==> src/rtl/ab_eval_sched.sv <==
// rtl/ab_eval_sched.sv - round-robin sequencer time-sharing one A/B evaluation cell across NREQ requesters
// Define AB_EVAL_FASTPATH_EN for two cell copies and a two-phase evaluation.
module ab_eval_sched #(
  parameter int NREQ  = 4,
  parameter int ID_W  = 2,
  parameter int CNT_W = 8
) (
  input  logic             clk,
  input  logic             rst_n,
  input  logic [NREQ-1:0]  req,
  input  logic [NREQ-1:0]  req_x,
  input  logic [NREQ-1:0]  req_y,
  output logic [NREQ-1:0]  gnt,
  output logic             rsp_valid,
  input  logic             rsp_ready,
  output logic [ID_W-1:0]  rsp_id,
  output logic             rsp_z,
  output logic             busy,
  output logic [CNT_W-1:0] eval_count
);

`ifdef AB_EVAL_FASTPATH_EN
  typedef enum logic [1:0] {IDLE, EVAL_P1, EVAL_P2, RESP} state_t;
  localparam state_t FIRST_EVAL = EVAL_P1;
`else
  typedef enum logic [2:0] {IDLE, EVAL_A1, EVAL_B1, EVAL_A2, EVAL_B2, RESP} state_t;
  localparam state_t FIRST_EVAL = EVAL_A1;
`endif

  localparam logic [ID_W:0]   NREQ_EXT = (ID_W+1)'(NREQ);
  localparam logic [ID_W-1:0] LAST_IDX = ID_W'(NREQ - 1);

  state_t          state, state_nxt;
  logic [ID_W-1:0] rr_ptr;
  logic [ID_W-1:0] win_idx;
  logic            win_found;
  logic [ID_W:0]   scan;
  logic            x_q, y_q;
  logic            a1, b1, a2, b2;

  // Rotating search: first active request at or above the pointer, wrapping at NREQ.
  always_comb begin
    win_found = 1'b0;
    win_idx   = '0;
    scan      = '0;
    for (int i = 0; i < NREQ; i++) begin
      scan = {1'b0, rr_ptr} + (ID_W+1)'(i);
      if (scan >= NREQ_EXT) scan = scan - NREQ_EXT;
      if (!win_found && req[scan[ID_W-1:0]]) begin
        win_found = 1'b1;
        win_idx   = scan[ID_W-1:0];
      end
    end
  end

  always_ff @(posedge clk or negedge rst_n) begin
    if (!rst_n) state <= IDLE;
    else        state <= state_nxt;
  end

  always_comb begin
    state_nxt = state;
    gnt       = '0;
    busy      = (state != IDLE);
    rsp_valid = (state == RESP);
    case (state)
      IDLE: begin
        if (win_found && rst_n) begin
          gnt[win_idx] = 1'b1;
          state_nxt    = FIRST_EVAL;
        end
      end
`ifdef AB_EVAL_FASTPATH_EN
      EVAL_P1: state_nxt = EVAL_P2;
      EVAL_P2: state_nxt = RESP;
`else
      EVAL_A1: state_nxt = EVAL_B1;
      EVAL_B1: state_nxt = EVAL_A2;
      EVAL_A2: state_nxt = EVAL_B2;
      EVAL_B2: state_nxt = RESP;
`endif
      RESP:    if (rsp_ready) state_nxt = IDLE;
      default: state_nxt = IDLE;
    endcase
  end

`ifdef AB_EVAL_FASTPATH_EN
  logic cell_a, cell_b;
  assign cell_a = x_q & ~y_q;
  assign cell_b = ~(x_q ^ y_q);
`else
  // The single cell is steered to the B function only during the B phases.
  logic cell_fn_b, cell_out;
  assign cell_fn_b = (state == EVAL_B1) || (state == EVAL_B2);
  assign cell_out  = cell_fn_b ? ~(x_q ^ y_q) : (x_q & ~y_q);
`endif

  always_ff @(posedge clk or negedge rst_n) begin
    if (!rst_n) begin
      rr_ptr     <= '0;
      x_q        <= 1'b0;
      y_q        <= 1'b0;
      rsp_id     <= '0;
      a1         <= 1'b0;
      b1         <= 1'b0;
      a2         <= 1'b0;
      b2         <= 1'b0;
      eval_count <= '0;
    end else begin
      case (state)
        IDLE: begin
          if (win_found) begin
            x_q    <= req_x[win_idx];
            y_q    <= req_y[win_idx];
            rsp_id <= win_idx;
            rr_ptr <= (win_idx == LAST_IDX) ? '0 : win_idx + 1'b1;
          end
        end
`ifdef AB_EVAL_FASTPATH_EN
        EVAL_P1: begin
          a1 <= cell_a;
          b1 <= cell_b;
        end
        EVAL_P2: begin
          a2 <= cell_a;
          b2 <= cell_b;
        end
`else
        EVAL_A1: a1 <= cell_out;
        EVAL_B1: b1 <= cell_out;
        EVAL_A2: a2 <= cell_out;
        EVAL_B2: b2 <= cell_out;
`endif
        RESP: if (rsp_ready) eval_count <= eval_count + 1'b1;
        default: ;
      endcase
    end
  end

  // Phase registers only move during evaluation, so z is stable throughout RESP.
  assign rsp_z = (a1 | b1) ^ (a2 & b2);

endmodule

==> config.mk <==
export PLATFORM = sky130hd
export DESIGN_NAME = ab_eval_sched
export DESIGN_NICKNAME = d
export VERILOG_FILES = /design/src/rtl/ab_eval_sched.sv
export SDC_FILE = /design/constraint.sdc
export NUM_CORES = 1
export LEC_CHECK = 0
export ABC_CLOCK_PERIOD_IN_PS = 3600
export CORE_MARGIN = 2
export CORE_UTILIZATION = 30
export CTS_CLUSTER_SIZE = 30
export DETAILED_ROUTE_END_ITERATION = 12
export DONT_BUFFER_PORTS = 1
export GPL_ROUTABILITY_DRIVEN = 0
export PLACE_DENSITY = 0.48
export SYNTH_ARGS = -nofsm -noshare
export SYNTH_HDL_FRONTEND = slang
export SYNTH_SLANG_ARGS = --single-unit
==> constraint.sdc <==
create_clock -name clk -period 3.6 [get_ports clk]
set_input_delay 0.18 -clock clk [delete_from_list [all_inputs] [get_ports clk]]
set_output_delay 0.18 -clock clk [all_outputs]
set_load 0.02 [all_outputs]
After elaboration in Yosys (flattened, before gate mapping)
Index checks and enable logic that the tools add are counted.
{ "totals": {"reg_bits": 21, "latchBits": 0, "ramBits": 0, "romBits": 0, "in_bits": 15, "output_inout_bits": 17, "word_cells": 91, "memories": 0} }
{ "op_classes": {"addsub": 9, "multipliers": 0, "div_mod_pow": 0, "order_cmp": 10, "n_eq_ne": 8, "n_shift": 0, "n_mux": 33, "bitwise_logic": 7, "n_reduce_logical": 14} }
{ "ops": {"columns": ["operator", "count"], "rows": [
  ["two-way mux 2 bit", 9],
  ["one-hot mux 3 bit (6 select lines)", 1],
  ["< comparator 2 x 3 -> 1 bit (second input constant)", 5],
  ["binary-select mux 1 bit (select 2 bit)", 6],
  ["two-way mux 1 bit", 12],
  [">= comparator 3 bit (second input constant)", 3],
  ["adder 8 x 1 -> 8 bit (second input constant)", 1],
  ["two-way mux 4 bit", 2],
  ["subtractor 2 x 1 -> 2 bit (second input constant)", 4],
  ["adder 2 x 2 -> 3 bit (second input constant)", 2],
  ["equality test 3 x 2 -> 1 bit (second input constant)", 2],
  ["equality test 3 bit (second input constant)", 2],
  ["two-way mux 3 bit", 2],
  ["AND reduction 2 bit", 3],
  ["logical AND 1 bit", 5],
  ["adder 2 x 1 -> 3 bit (second input constant)", 1],
  ["equality test 3 x 1 -> 1 bit (second input constant)", 1],
  [">= comparator 2 x 3 -> 1 bit (second input constant)", 1],
  ["logical NOT 1 bit", 3],
  ["logical NOT 3 bit", 1],
  ["nonzero test 3 bit", 1],
  ["adder 2 x 1 -> 2 bit (second input constant)", 1],
  ["bitwise AND 1 bit", 2],
  ["demux 1 bit (select 2 bit)", 1],
  ["other kinds (8)", 10]
]} }

Longest topological paths before layout
Gate-level depths: netlist of run 1.
{ "depth": {"depth_word": 20, "mapped_depth": 8, "depth_no_buf": 6} }

Worst setup path after synthesis of run 1
No wires, ideal clock.
{ "synth_timing": {"path_kind": "register to output", "from": "register state[0]", "to": "output gnt[2]", "arrival_time_ns": 1.623, "required_time_ns": 3.420, "setup_slack_ns": 1.797, "stages_incl_launch_ff": 7, "path_cell_list": "dfrtp_1 -> buf_2 -> nor3_1 -> and2_1 -> buf_2 -> nand2_1 -> nor3b_1"} }
{ "synth_between": {"elab_chain_cells": 2} }
{ "synth_rtl": {"columns": ["item", "line_no", "source"], "rows": [
  ["start: declaration", "33", "state_t state, state_nxt;"],
  ["start signal: assignment", "58", "else state <= state_nxt;"],
  ["logical NOT 3 bit", "66", "case (state)"],
  ["two-way mux 4 bit", "66", null],
  ["end: declaration", "13", "output logic [NREQ-1:0] gnt,"]
]} }
Every way passes these cells.

Worst setup path after layout of run 1
Ends and elaborated chain as after synthesis.

==> results of run 1 <==
-- worst paths after layout --
check | end | slack, ps | cells after the start | from
max | gnt[2] | 1390 | 4 | state[0]
min | state[0] | 140 | 2 | rsp_ready
max reg2reg | x_q | 1840 | 5 | rr_ptr[1]
min reg2reg | y_q | 510 | 2 | y_q
max in group asynchronous | eval_count[1] | 2470 | 1 | rst_n
min in group asynchronous | state[1] | 530 | 1 | rst_n
-- flip-flops by register name (all words and copies together) (netlist names) --
name	cells
eval_count	8
state	3
rr_ptr	2
rsp_id	2
a1	1
a2	1
b1	1
b2	1
x_q	1
y_q	1
-- metal layers --
metal  vias up  GRT usage  wire (um)
met5         -          0          0
met4         0    0.03906         26
met3         2    0.03425        115
met2        24     0.1528        926
met1       363     0.1581       1124
li1        385          -          -
-- layout by cell type, fill, tap and decap left out --
master and n:
sky130_fd_sc_hd__xor2_1 3, sky130_fd_sc_hd__nand3_1 4, sky130_fd_sc_hd__nor2_1 5, sky130_fd_sc_hd__inv_1 6
sky130_fd_sc_hd__a21boi_1 1, sky130_fd_sc_hd__mux2_2 5, sky130_fd_sc_hd__nand3b_1 1, sky130_fd_sc_hd__nand2_1 17
sky130_fd_sc_hd__ha_1 3, sky130_fd_sc_hd__mux2_4 2, sky130_fd_sc_hd__or3_1 1, sky130_fd_sc_hd__nor3b_1 2
sky130_fd_sc_hd__or4_1 1, sky130_fd_sc_hd__xnor2_1 6, sky130_fd_sc_hd__a221o_1 1, sky130_fd_sc_hd__dfrtp_1 21
sky130_fd_sc_hd__clkinv_2 1, sky130_fd_sc_hd__nor2b_2 1, sky130_fd_sc_hd__nor3_1 4, sky130_fd_sc_hd__a21oi_1 4
sky130_fd_sc_hd__dlygate4sd3_1 1, sky130_fd_sc_hd__mux2i_1 3, sky130_fd_sc_hd__and3_1 2, sky130_fd_sc_hd__a221oi_1 1
sky130_fd_sc_hd__o311ai_1 2, sky130_fd_sc_hd__and2_1 2, sky130_fd_sc_hd__clkbuf_8 3, sky130_fd_sc_hd__nand2b_1 1
sky130_fd_sc_hd__o2bb2a_1 1, sky130_fd_sc_hd__o21ai_0 3, sky130_fd_sc_hd__nand4_1 2, sky130_fd_sc_hd__and4_1 1
sky130_fd_sc_hd__a21bo_2 1
-- final cells by class --
cell class	instances	area [sq um]
Clock buffer	3	41.29
Tap cell	48	60.06
Sequential cell	21	525.5
Inverter	6	22.52
Timing Repair Buffer	1	10.01
Fill cell	367	2445
Multi-Input combinational cell	80	551.8
Clock inverter	1	5.005
-- synthesized netlist by cell type --
master	count
sky130_fd_sc_hd__a21bo_2	1
sky130_fd_sc_hd__a21boi_1	1
sky130_fd_sc_hd__a21oi_1	4
sky130_fd_sc_hd__a221o_1	1
sky130_fd_sc_hd__a221oi_1	1
sky130_fd_sc_hd__and2_1	2
sky130_fd_sc_hd__and3_1	2
sky130_fd_sc_hd__and4_1	1
sky130_fd_sc_hd__buf_2	3
sky130_fd_sc_hd__buf_6	2
sky130_fd_sc_hd__clkbuf_1	1
sky130_fd_sc_hd__dfrtp_1	21
sky130_fd_sc_hd__ha_1	3
sky130_fd_sc_hd__inv_1	6
sky130_fd_sc_hd__mux2_2	5
sky130_fd_sc_hd__mux2_4	2
sky130_fd_sc_hd__mux2i_1	3
sky130_fd_sc_hd__nand2_1	17
sky130_fd_sc_hd__nand2b_1	1
sky130_fd_sc_hd__nand3_1	4
sky130_fd_sc_hd__nand3b_1	1
sky130_fd_sc_hd__nand4_1	2
sky130_fd_sc_hd__nor2_1	5
sky130_fd_sc_hd__nor2b_2	1
sky130_fd_sc_hd__nor3_1	4
sky130_fd_sc_hd__nor3b_1	2
sky130_fd_sc_hd__o21ai_0	3
sky130_fd_sc_hd__o2bb2a_1	1
sky130_fd_sc_hd__o311ai_1	2
sky130_fd_sc_hd__or3_1	1
sky130_fd_sc_hd__or4_1	1
sky130_fd_sc_hd__xnor2_1	6
sky130_fd_sc_hd__xor2_1	3
-- stage by stage --
step,power (mW),instances
2_1_floorplan,0.7725,113
3_3_place_gp,0.8069,155
3_5_place_dp,0.8156,155
4_1_cts,0.9822,160
5_1_grt,1.052,160
6_report,0.9688,160
-- worst max-delay path, delay by kind of cell (launching register included) --
kind / cells / cell delay, ps
simple gates: 4 / 1330
flops: 1 / 450
-- report_power, final --
group,internal (mW),switching (mW)
registers,0.323,0.120
logic,0.159,0.211
clock network,0.0771,0.0790
total,0.559,0.410
-- cell families after synthesis --
family / after synthesis
compound gates: 14
xor+xnor: 9
fa+ha+maj: 3
buf+inv: 12
flops: 21
mux: 10
simple gates: 44
-- repair_timing --
action / 4_1_cts / 5_1_grt
hold buffers: 1 / 0
resized for setup: 0 / 0
endpoints found under the hold margin: 21 / 0
==> results.cfg, run 1 <==
[outcome]
run_status = completed

[synthesis]
synth_cells = 113
post_synth_main_area_contributors = sky130_fd_sc_hd__dfrtp_1, sky130_fd_sc_hd__nand2_1, sky130_fd_sc_hd__mux2_2, sky130_fd_sc_hd__xnor2_1, sky130_fd_sc_hd__ha_1
synth.yosys.warnings = 0
compound_gate_fraction_of_synth_area = 0.08662
synth-xor-area-share = 0.06908
largest_family_of_logic_cells_by_synthesized_area = simple AND/OR/NAND/NOR gates
synth_top_cell_by_area = sky130_fd_sc_hd__dfrtp_1
synth_fp_nets = 131
synth_fa_ha_area_frac = 0.03289
synth.area.mux_share = 0.1020
avgSynthCellArea_sq_um = 10.10
syn_area_sq_mm = 0.001141
post-synth-top-area-fraction = 0.4605
count_of_different_cell_masters_after_synthesis = 33
yosysSeqAreaShare = 0.4605
synth_simple_gate_area_frac = 0.1930
ys_seq_elements = 21

[setup_path]
crit_path_max_fanout = 8
timing.critical_path.slowest_cell_delay_ps = 570
critPathArrivalTime_ps = 2030
worstSetupPathType = reg2out
critical_path.slowest_cell = sky130_fd_sc_hd__nor3b_1
crit_path_cell_trace = nor3_1 -> and2_1 -> nand2_1 -> nor3b_1
cp-start-kind = flip-flop
cp-end-kind = output pin
timing.critical_path.required_ps = 3420

[cells_and_area]
layout.core_utilization = 0.3322
insertedDiodeCount = 0
flow.area_growth_from_synthesis_pct = 6.579
drive_gt1_frac = 0.1161
finish.net_count = 131
layout.cell_area.non_filler_sq_mm = 0.001216

[floorplanning]
fp.dieH_um = 65.68
die_width_um = 65.68
floorplan.initialDensity = 0.3117
placement_rows = 22
die_area_sq_mm = 0.004313
pin_count = 32
core-area_sq_mm = 0.003661

[global_routing]
grt_remaining_overflow = 0
gr-usage-all-layers = 0.1097
grt_first_pass_wirelength_mm = 3.594
grt_antenna_before_repair = 0
grt_max_degree = 22
first_global_vias = 726

[sta]
timing.final.setup_violations = 0
worst_clock_skew_ps = 3.726
fin_tns_setup_ps = 0
layout_worst_path_cycle_share = 0.6152
unrepaired_setup_endpoints_after_global_routing = false
timing.slew.headroom = 0.3361
maxSlewViolCount = 0
timing.final.hold_violations = 0
min_period_ps = 2215
setup_slack_ps = 1385
timing_worst_slew_pin_value_ps = 992.5
max_freq_mhz = 451.5
hold_ws_ps = 141.5

[clocking]
path_clk_slew_ps = 80
cts_htree_levels = 1
tritoncts = done
clk_path_buf_depth = 2
cts_num_sinks = 21
clock_tree.root_cell = sky130_fd_sc_hd__clkbuf_8
clock_network_latency_to_the_later_pin_of_the_worst_skew_pair_ps = 260
cts_post_setup_buffers_inserted = 0
cts_buffers = 3

[drt]
post_drt_antenna_nets = 0
route.detailed.drc = 0
routed_wl_mm = 2.193
route.detailed.wl_per_inst_um = 13.71
vias = 774
detail_route.first_pass.iterations = 4
detail_route.iter0.violations = 18
drt-vias-per-instance = 4.838

[placed_design]
place_area_sq_mm = 0.001160
post-dp-hpwl_mm = 1.605
placement.setup.worst_slack_ps = 1646
placement.io_buffers = 0

[job]
max_cap_violations = 0

[pwr]
total_leakage_power_nw = 0.5535
worst_ir_drop_vdd_v = 0.0002636
pwr_density_cell_mw_per_mm2 = 796.6

[min_path]
worstHoldPathType = in2reg
Power figures use the tool's default switching activity.
==> run 2: changes to the inputs <==
Settings changed: ABC_AREA from default to 1, ABC_CLOCK_PERIOD_IN_PS 3600 to 2100.
Clock period 3.6 ns to 2.1 ns, I/O delays scaled along.
==> run 2 against run 1 <==
Net effect:
- the flow now finishes with violations (negative hold slack)
- worst hold slack worse by 610 ps
- sequential share of layout area down 12 points
- wire length up 39%
- clock power up 65%
- clock skew up 3.4 ps
- flip-flop and latch count unchanged
- first-iteration DRC count up 130%
- critical path type unchanged
==> results.cfg, run 2 <==
[outcome]
run_status = complete, but fails checks
violations = negative hold slack

[sta]
setup_slack_ps = 33.30
worst_clock_skew_ps = 7.157
timing.final.setup_violations = 0
min_period_ps = 2067
timing.slew.headroom = 0.6883
max_freq_mhz = 483.9
unrepaired_setup_endpoints_after_global_routing = true
hold_ws_ps = -468.1
maxSlewViolCount = 0
timing.final.hold_violations = 21
timing_worst_slew_pin_value_ps = 466.0
layout_worst_path_cycle_share = 0.9841

[clocking]
cts_num_sinks = 21
cts_buffers = 3
clock_tree.root_cell = sky130_fd_sc_hd__clkbuf_8
cts_htree_levels = 1
tritoncts = done
path_clk_slew_ps = 80
clock_network_latency_to_the_later_pin_of_the_worst_skew_pair_ps = 260
clk_path_buf_depth = 2

[drt]
route.detailed.drc = 0
detail_route.iter0.violations = 42
routed_wl_mm = 3.040
route.detailed.wl_per_inst_um = 12.11
detail_route.first_pass.iterations = 4
post_drt_antenna_nets = 0
drt-vias-per-instance = 4.761
vias = 1195

[global_routing]
grt_first_pass_wirelength_mm = 4.836
gr-usage-all-layers = 0.1159
grt_antenna_before_repair = 0
first_global_vias = 1088
grt_remaining_overflow = 0
grt_max_degree = 24

[placed_design]
post-dp-hpwl_mm = 2.182
placement.io_buffers = 0
placement.setup.worst_slack_ps = 89.20
dpl.cell_count = 234
place_area_sq_mm = 0.001446

[setup_path]
crit_path_cell_trace = buf_6 -> nand2_2 -> nand2_2 -> nand2_2 -> nand2_2 -> nor2_4 -> nand3_1 -> nand3_4 -> ha_2 -> inv_1 -> nor2_1 -> buf_4
critPathArrivalTime_ps = 1960
worstSetupPathType = reg2out
timing.critical_path.required_ps = 2000
timing.critical_path.slowest_cell_delay_ps = 440
critical_path.slowest_cell = sky130_fd_sc_hd__dfrtp_2
crit_path_max_fanout = 6
top_cell_family_by_delay_on_the_critical_path = simple AND/OR/NAND/NOR gates
cp-end-kind = output pin
cp-start-kind = flip-flop
critical_path_buf_inv_count = 3
cp_common_cell = sky130_fd_sc_hd__nand2_2

[pwr]
total_leakage_power_nw = 0.8927
pwr_density_cell_mw_per_mm2 = 1794
worst_ir_drop_vdd_v = 0.0006425

[synthesis]
avgSynthCellArea_sq_um = 7.613
ys_seq_elements = 21
ys_async_sr_fraction = 1.000
synth_fp_nets = 195
synth.yosys.warnings = 0
yosys.cell_count.top_type = sky130_fd_sc_hd__nand2_1
synth_top_cell_by_area = sky130_fd_sc_hd__dfrtp_1
yosysSeqAreaShare = 0.3900
synth.cells.most_frequent = sky130_fd_sc_hd__nand2_1, sky130_fd_sc_hd__dfrtp_1, sky130_fd_sc_hd__inv_1
post_synth_main_area_contributors = sky130_fd_sc_hd__dfrtp_1, sky130_fd_sc_hd__nand2_1, sky130_fd_sc_hd__inv_1, sky130_fd_sc_hd__nand3_1, sky130_fd_sc_hd__o21ai_0
syn_area_sq_mm = 0.001348
synth_cells = 177
synth-edff-count = 0
synthFlopType = sky130_fd_sc_hd__dfrtp_1
post-synth-top-area-fraction = 0.3900
count_of_different_cell_masters_after_synthesis = 26

[min_path]
worstHoldPathType = in2async

[cells_and_area]
layout_top_registers = eval_count (8), state (3)
insertedDiodeCount = 0
registers.top_by_ff_count = eval_count
flip_flop_count_of_the_largest_register_after_layout = 8
drive_gt1_frac = 0.3317
flow.area_growth_from_synthesis_pct = 25.63
finish.net_count = 218
fillers = 443
layoutNonFillerInstCount = 251
layout_common_cells = sky130_fd_sc_hd__nand2_1, sky130_fd_sc_hd__inv_1, sky130_fd_sc_hd__dfrtp_1
mostFrequentLayoutCell = sky130_fd_sc_hd__nand2_1
layout.cell_area.non_filler_sq_mm = 0.001693

[floorplanning]
fp.dieH_um = 71.02
pin_count = 32
placement_rows = 24
floorplan.initialDensity = 0.3095
core-area_sq_mm = 0.004354
die_area_sq_mm = 0.005044
die_width_um = 71.02

[job]
max_cap_violations = 0
==> run 2: cell count changes in the layout (fill, tap and decap cells not counted), sizes merged, moves of 6 or more <==
| cell | delta |
|---|---|
| buf | +19 |
| o21ai | +6 |
| inv | +19 |
| mux2 | -6 |
| nand3 | +15 |
| nand2 | +50 |
==> run 2: where the power goes <==
| part | switching, mW | internal, mW | total (mW) |
|---|---|---|---|
| sequential | 0.196 | 0.557 | 0.753 |
| combinational | 1.22 | 0.808 | 2.03 |
| clock | 0.126 | 0.132 | 0.258 |
==> run 2: metal layers <==
layer | vias to the layer above | routed length [um] | global-route usage | part of all wire
met2 | 22 | 1499 | 0.1786 | 0.49
met3 | 4 | 138 | 0.02422 | 0.045
met5 | - | 0 | 0 | 0
met1 | 561 | 1381 | 0.1630 | 0.45
li1 | 608 | - | - | -
met4 | 0 | 20 | 0.03774 | 0.0066
==> run 2: worst paths after layout <==
check	from	to	slack [ps]	depth (start not counted)
worst min-delay path	rst_n	eval_count[7]	-470	0
max in group asynchronous	rst_n	rr_ptr[0]	2480	0
min in group clk	rsp_ready	state[2]	60	3
worst min register to register	a1	a1	500	2
worst max-delay path	rr_ptr[0]	gnt[3]	30	12
worst max register to register	rr_ptr[0]	y_q	200	18
==> run 2: metrics by stage <==
step | util | setup TNS, ps | total power, mW
global placement | 0.3322 | 0 | 2.255
detailed placement | 0.3322 | 0 | 2.264
global route | 0.3888 | -185.0 | 3.331
finish | 0.3888 | 0 | 3.037
floorplan | - | 0 | 1.965
CTS | 0.3557 | -3.879 | 2.718
==> run 2: kinds of logic (layout without fill, tap and decap cells) <==
group	count (synthesis)	count (layout)	synth area share
AO/OA/AOI/OAI	13	13	0.05199
XOR/XNOR	8	8	0.05200
adder cells (fa/ha/maj)	3	3	0.02786
buffers and inverters	27	49	0.08449
flip-flops	21	21	0.3900
multiplexers	1	1	0.008356
AND/OR/NAND/NOR	104	104	0.3853
==> run 2: area by class of cell <==
cell class	instances	area, sq um	area share
clock inverters	1	5.005	0.002956
flip-flops and latches	21	528.0	0.3119
multi-input cells	129	792.0	0.4679
inverters	26	107.6	0.06356
well taps	52	65.06	0.03843
clock buffers	3	41.29	0.02439
repair buffers	19	153.9	0.09091
==> run 2: timing repair <==
item                                    CTS  global route
pin swaps                                 3            15
endpoints found under the hold margin    21            21
setup buffers                             5             8
endpoints found under the setup margin    4             5
resized for setup                         7            29
